File: src/rtl/adder_share_arbiter.sv
// adder_share_arbiter: round-robin controller sharing one WIDTH-bit adder among N_REQ requesters.
// Define ADDER_SHARE_PIPE_EN to add state CALC2 with a register after the adder (3-cycle latency).
module adder_share_arbiter #(
   parameter int WIDTH = 16,
   parameter int N_REQ = 4
) (
   input  logic                     i_clk,
   input  logic                     i_rst,
   input  logic [N_REQ-1:0]         i_req,
   input  logic [N_REQ*WIDTH-1:0]   i_op_a,
   input  logic [N_REQ*WIDTH-1:0]   i_op_b,
   output logic [N_REQ-1:0]         o_gnt,
   output logic                     o_busy,
   output logic                     o_valid,
   output logic [WIDTH:0]           o_result,
   output logic [$clog2(N_REQ)-1:0] o_id,
   input  logic                     i_ack
);
   localparam int IW = $clog2(N_REQ);
`ifdef ADDER_SHARE_PIPE_EN
   typedef enum logic [1:0] {IDLE, CALC, CALC2, DONE} state_t;
`else
   typedef enum logic [1:0] {IDLE, CALC, DONE} state_t;
`endif
   state_t r_state, w_next;
   logic [IW-1:0] r_ptr, r_id, r_oid, w_win, w_cand;
   logic w_any;
   logic [WIDTH-1:0] r_a, r_b;
   logic [WIDTH:0] w_sum, r_res;
`ifdef ADDER_SHARE_PIPE_EN
   logic [WIDTH:0] r_sum;
`endif
   // Scan from the highest offset down so the lowest offset from r_ptr wins.
   always_comb begin
      w_win = r_ptr;
      w_any = 1'b0;
      w_cand = r_ptr;
      for (int i = N_REQ - 1; i >= 0; i--) begin
         w_cand = r_ptr + IW'(i);
         if (i_req[w_cand]) begin
            w_win = w_cand;
            w_any = 1'b1;
         end
      end
   end
   assign w_sum = {1'b0, r_a} + {1'b0, r_b};
   always_comb begin
      w_next = r_state;
      case (r_state)
         IDLE:    w_next = w_any ? CALC : IDLE;
`ifdef ADDER_SHARE_PIPE_EN
         CALC:    w_next = CALC2;
         CALC2:   w_next = DONE;
`else
         CALC:    w_next = DONE;
`endif
         DONE:    w_next = i_ack ? IDLE : DONE;
         default: w_next = IDLE;
      endcase
   end
   always_ff @(posedge i_clk) begin
      if (i_rst) r_state <= IDLE;
      else r_state <= w_next;
   end
   always_ff @(posedge i_clk) begin
      if (r_state == IDLE && w_any) begin
         r_a <= i_op_a[w_win*WIDTH +: WIDTH];
         r_b <= i_op_b[w_win*WIDTH +: WIDTH];
         r_id <= w_win;
      end
`ifdef ADDER_SHARE_PIPE_EN
      if (r_state == CALC) r_sum <= w_sum;
`endif
   end
   // Result and its owner ID load together, so o_id only changes with o_result.
   always_ff @(posedge i_clk) begin
      if (i_rst) begin
         r_ptr <= '0;
         r_res <= '0;
         r_oid <= '0;
      end else begin
`ifdef ADDER_SHARE_PIPE_EN
         if (r_state == CALC2) begin
            r_res <= r_sum;
            r_oid <= r_id;
         end
`else
         if (r_state == CALC) begin
            r_res <= w_sum;
            r_oid <= r_id;
         end
`endif
         if (r_state == DONE && i_ack) r_ptr <= r_id + 1'b1;
      end
   end
   assign o_gnt = (r_state == IDLE && w_any && !i_rst) ? N_REQ'(1) << w_win : '0;
   assign o_busy = r_state != IDLE;
   assign o_valid = r_state == DONE;
   assign o_result = r_res;
   assign o_id = r_oid;
endmodule

File: config.mk
export PLATFORM = sky130hd
export DESIGN_NAME = adder_share_arbiter
export DESIGN_NICKNAME = d
export VERILOG_FILES = /design/src/rtl/adder_share_arbiter.sv
export SDC_FILE = /design/constraint.sdc
export NUM_CORES = 1
export LEC_CHECK = 0
export CAP_MARGIN = 10
export CELL_PAD_IN_SITES_DETAIL_PLACEMENT = 0
export CELL_PAD_IN_SITES_GLOBAL_PLACEMENT = 1
export CORE_MARGIN = 3
export CORE_UTILIZATION = 28
export CTS_CLUSTER_DIAMETER = 60
export DETAILED_ROUTE_END_ITERATION = 12
export GPL_TIMING_DRIVEN = 0
export PLACE_DENSITY_LB_ADDON = 0.08
export REMOVE_ABC_BUFFERS = 1
export SLEW_MARGIN = 20
export SYNTH_ARGS = -nofsm -noshare
export SYNTH_HDL_FRONTEND = slang
export SYNTH_SLANG_ARGS = --single-unit
File: constraint.sdc
create_clock -name i_clk -period 2.4 [get_ports i_clk]
set_clock_uncertainty 0.2 [all_clocks]
set_input_delay 0.24 -clock i_clk [delete_from_list [all_inputs] [get_ports i_clk]]
set_output_delay 0.24 -clock i_clk [all_outputs]
set_load 0.02 [all_outputs]
==> results.md, run 1 <==
* Syn_area_per_cell at between 8 and 9 µm²
* Slew HR at 27.8%
* Clk buf depth at 2
* Synth Area in Simple Gates at between 20% and 30%
* Initial antenna violation count at 0
* Top-area cell type share of the netlist area at 28.1%
* ANT cells at 0
* Xor-xnor portion of the synthesized cell area at about 2.6%
* GR Util All Layers at 17.2%
* Area of the mapped netlist at 3640 µm²
* Number of synthesized flops with an enable pin at 34
* Cell variety after synth at 54
* DRC Markers at 0
* Ys async rst share at 0%
* H-tree Lvls at 3
* Root Driver: clkbuf_16
* Setup ws final at -254 ps
* Delay-heaviest family, CP: compound AO/OA/AOI/OAI gates
* Least-Margin Pin Slew at 1080 ps
* Hold Crit Start: o_result[3]
* Die H at 120 µm
* Mapped Cells at approximately 420
* Maximum VDD drop at approximately 350 µV
* Inst Count DP at approximately 700
* Buf/Inv on CP at 0
* R2r endpoint: o_result[14]
* Most frequent cells in the layout: 150 x clkdlybuf4s50_1, 87 x nand2_1, 34 x edfxtp_1
* Crit path launch type: flop
* Levels on crit path at 8
* Share of post-route cells with drive strength above 1 at 13.0%
* Final period util at 111%
* CP max FO at 2
* Largest family of logic cells by synthesized area: compound AO/OA/AOI/OAI gates
* Slew Viols, Final at 0
* Max_cap viols at 0
* TritonCTS Buffers at 9
* Die Area at 14400 µm²
* Multiplexer area fraction after synthesis at 0%
* Slowest CP cell: edfxtp_1
* Commonest non-fill, non-tap cell in the layout: clkdlybuf4s50_1
* Die width at 120 µm
* PortBufs at 159
* Reg2reg path depth at 8
* WS Path Type: flop to flop
* Final Hold Fails at 0
* First-pass GRT wire length at around 19000 µm
* Adder-cell share of the synthesized area at approximately 6%
* Post-route ant nets at 0
* Status: finished with violations
* Largest net degree at the start of global routing at 68
* Drt total wl at 12700 µm
* Hold Path End: o_result[3]
* TritonRoute pass-1 iters at 4
* Required time worst endpoint at ~2400 ps
* Top cells by area, synth: edfxtp_1 28%, dfxtp_1 13%, nand2_1 9.2%
* Worst min-delay path category: flop to flop
* CTS Sinks at 57
* TritonCTS clock tree: built
* F_max at about 380 MHz
* Area leader, netlist: edfxtp_1
* Min cycle time layout at between 2000 and 3000 ps
* Final Power at between 4 and 5 mW
* RSZ-0062 raised after global routing: yes
* Initial core utilization at between 20% and 30%
* Top Ports at 160
* CP endpoint kind: flop
* Vias per cell at between 4 and 5
* Max stage delay on crit path at 370 ps
* WL per Instance at around 17 µm
* RR Startpoint: r_a[0]
* Area grow syn2layout at 66.1%
* Top FF cell, synth: edfxtp_1
* Cell Rows at 41
* Dpl hpwl at roughly 7500 µm
* Compound-cell area share of the yosys netlist at between 20% and 30%
* Clock Latency Late Sink at ~330 ps
* Clk slew on worst S/H paths at roughly 50 ps
* Core area at 12700 µm²
* Placer Congestion at roughly 0.75
* Vias in the first global route at between 3000 and 4000
* Synthesis Warnings at 0
* R2R setup slack at -250 ps
* Critical Path, Cell by Cell: ha_2 -> fa_2 -> a21oi_4 -> o211a_4 -> o211ai_4 -> a2111o_1 -> a211o_1 -> a32o_1
* Synthesized flop and latch total at 57
* Final setup fails at 2
* Final nets at 733
* Violated checks: setup timing
* Critical Path AT at approximately 2700 ps
* Hold buffer count at CTS at 0
* Leakage at 2.24 nW
* Sequential area share after synthesis at approximately two fifths
* Vias at 3722
* DRT iter0 DRCs at ~200
* Power per Cell Area at between 700 and 800 nW/µm²
* GRT overflow at 0
* Worst hold path stage count at 2
* Non-filler instance count after layout at between 700 and 800
## sequential cells by signal (all words and copies together) (netlist names)
| register | cells |
|---|---|
| r_ptr | 2 |
| r_id | 2 |
| r_a | 16 |
| o_result | 17 |
| o_id | 2 |
| r_state | 2 |
| r_b | 16 |
## metal layers
| layer | wire, µm | vias to the layer above | track usage (%) |
|---|---|---|---|
| li1 | - | 1863 | - |
| met1 | 5530 | 1721 | 20.8 |
| met4 | 280 | 0 | 5.87 |
| met5 | 0 | - | 0 |
| met3 | 1040 | 17 | 7.12 |
| met2 | 5880 | 121 | 27.6 |
## how the worst max path moves through the flow
stage	startpoint	endpoint	slack, ps
4_1_cts	r_a[0]	o_result[14]	-260
5_1_grt	r_a[0]	o_result[14]	-330
6_report	r_a[0]	o_result[14]	-250
2_1_floorplan	r_ptr[1]	r_a[0]	-1020
3_5_place_dp	i_req[3]	o_gnt[0]	-1240
3_3_place_gp	i_req[3]	o_gnt[0]	-2930
## cells by family after synthesis
family,Yosys count
buf+inv,33
fa+ha+maj,17
xor+xnor,11
flops,57
simple gates,170
compound gates,128
## through the flow
stage | setup WS [ps] | hold slack [ps] | cell area (µm²) | util (%) | setup TNS, ps
2_1_floorplan | -1020 | 109 | 3510 | - | -48720
3_3_place_gp | -2930 | 240 | 5320 | 42.0 | -139850
3_5_place_dp | -1240 | 244 | 5390 | 42.5 | -33200
4_1_cts | -258 | 249 | 5950 | 47.0 | -451
5_1_grt | -335 | 265 | 6040 | 47.7 | -631
6_report | -254 | 247 | 6040 | 47.7 | -432
## Yosys cell counts, types with 4 or more instances
cell type,number
a211oi_1,34
xor2_1,5
nor2b_1,6
clkbuf_1,20
nor3_1,5
a21oi_1,23
o21ai_1,4
nor2_1,15
nand3_1,5
ha_1,16
o21ai_0,6
dfxtp_1,23
nand2_1,89
and2_1,30
a31oi_1,33
buf_4,4
xnor2_1,6
edfxtp_1,34
## worst min-delay path, delay by kind of cell, from the launching register on
kind / cells / cell delay, ps
flops: 1 / 300
simple gates: 1 / 50
compound gates: 1 / 50
## where the power goes
group          switching (mW)  internal [mW]
registers              0.0765           1.25
clock network           0.431          0.828
logic                   0.919          0.904
## layout make-up
class	instances	area, µm²
fill	1261	6630
timing repair buffer	179	1810
multi-input combinational	329	2210
inverter	5	35.0
clock inverter	3	40.0
sequential	57	1490
clock buffer	13	250
tap	172	215
## what timing repair did
item	CTS	global route
cloned	4	1
setup buffers	15	2
gates resized for setup	47	14
endpoints found under the setup margin	42	33
pin swaps	11	10
Power figures use the tool's default switching activity.
==> run 2: changes to the inputs <==
- CTS_CLUSTER_DIAMETER: 60 -> 200
==> results of run 2 <==
No change in the layout: final DEF, timing and power equal those of run 1.
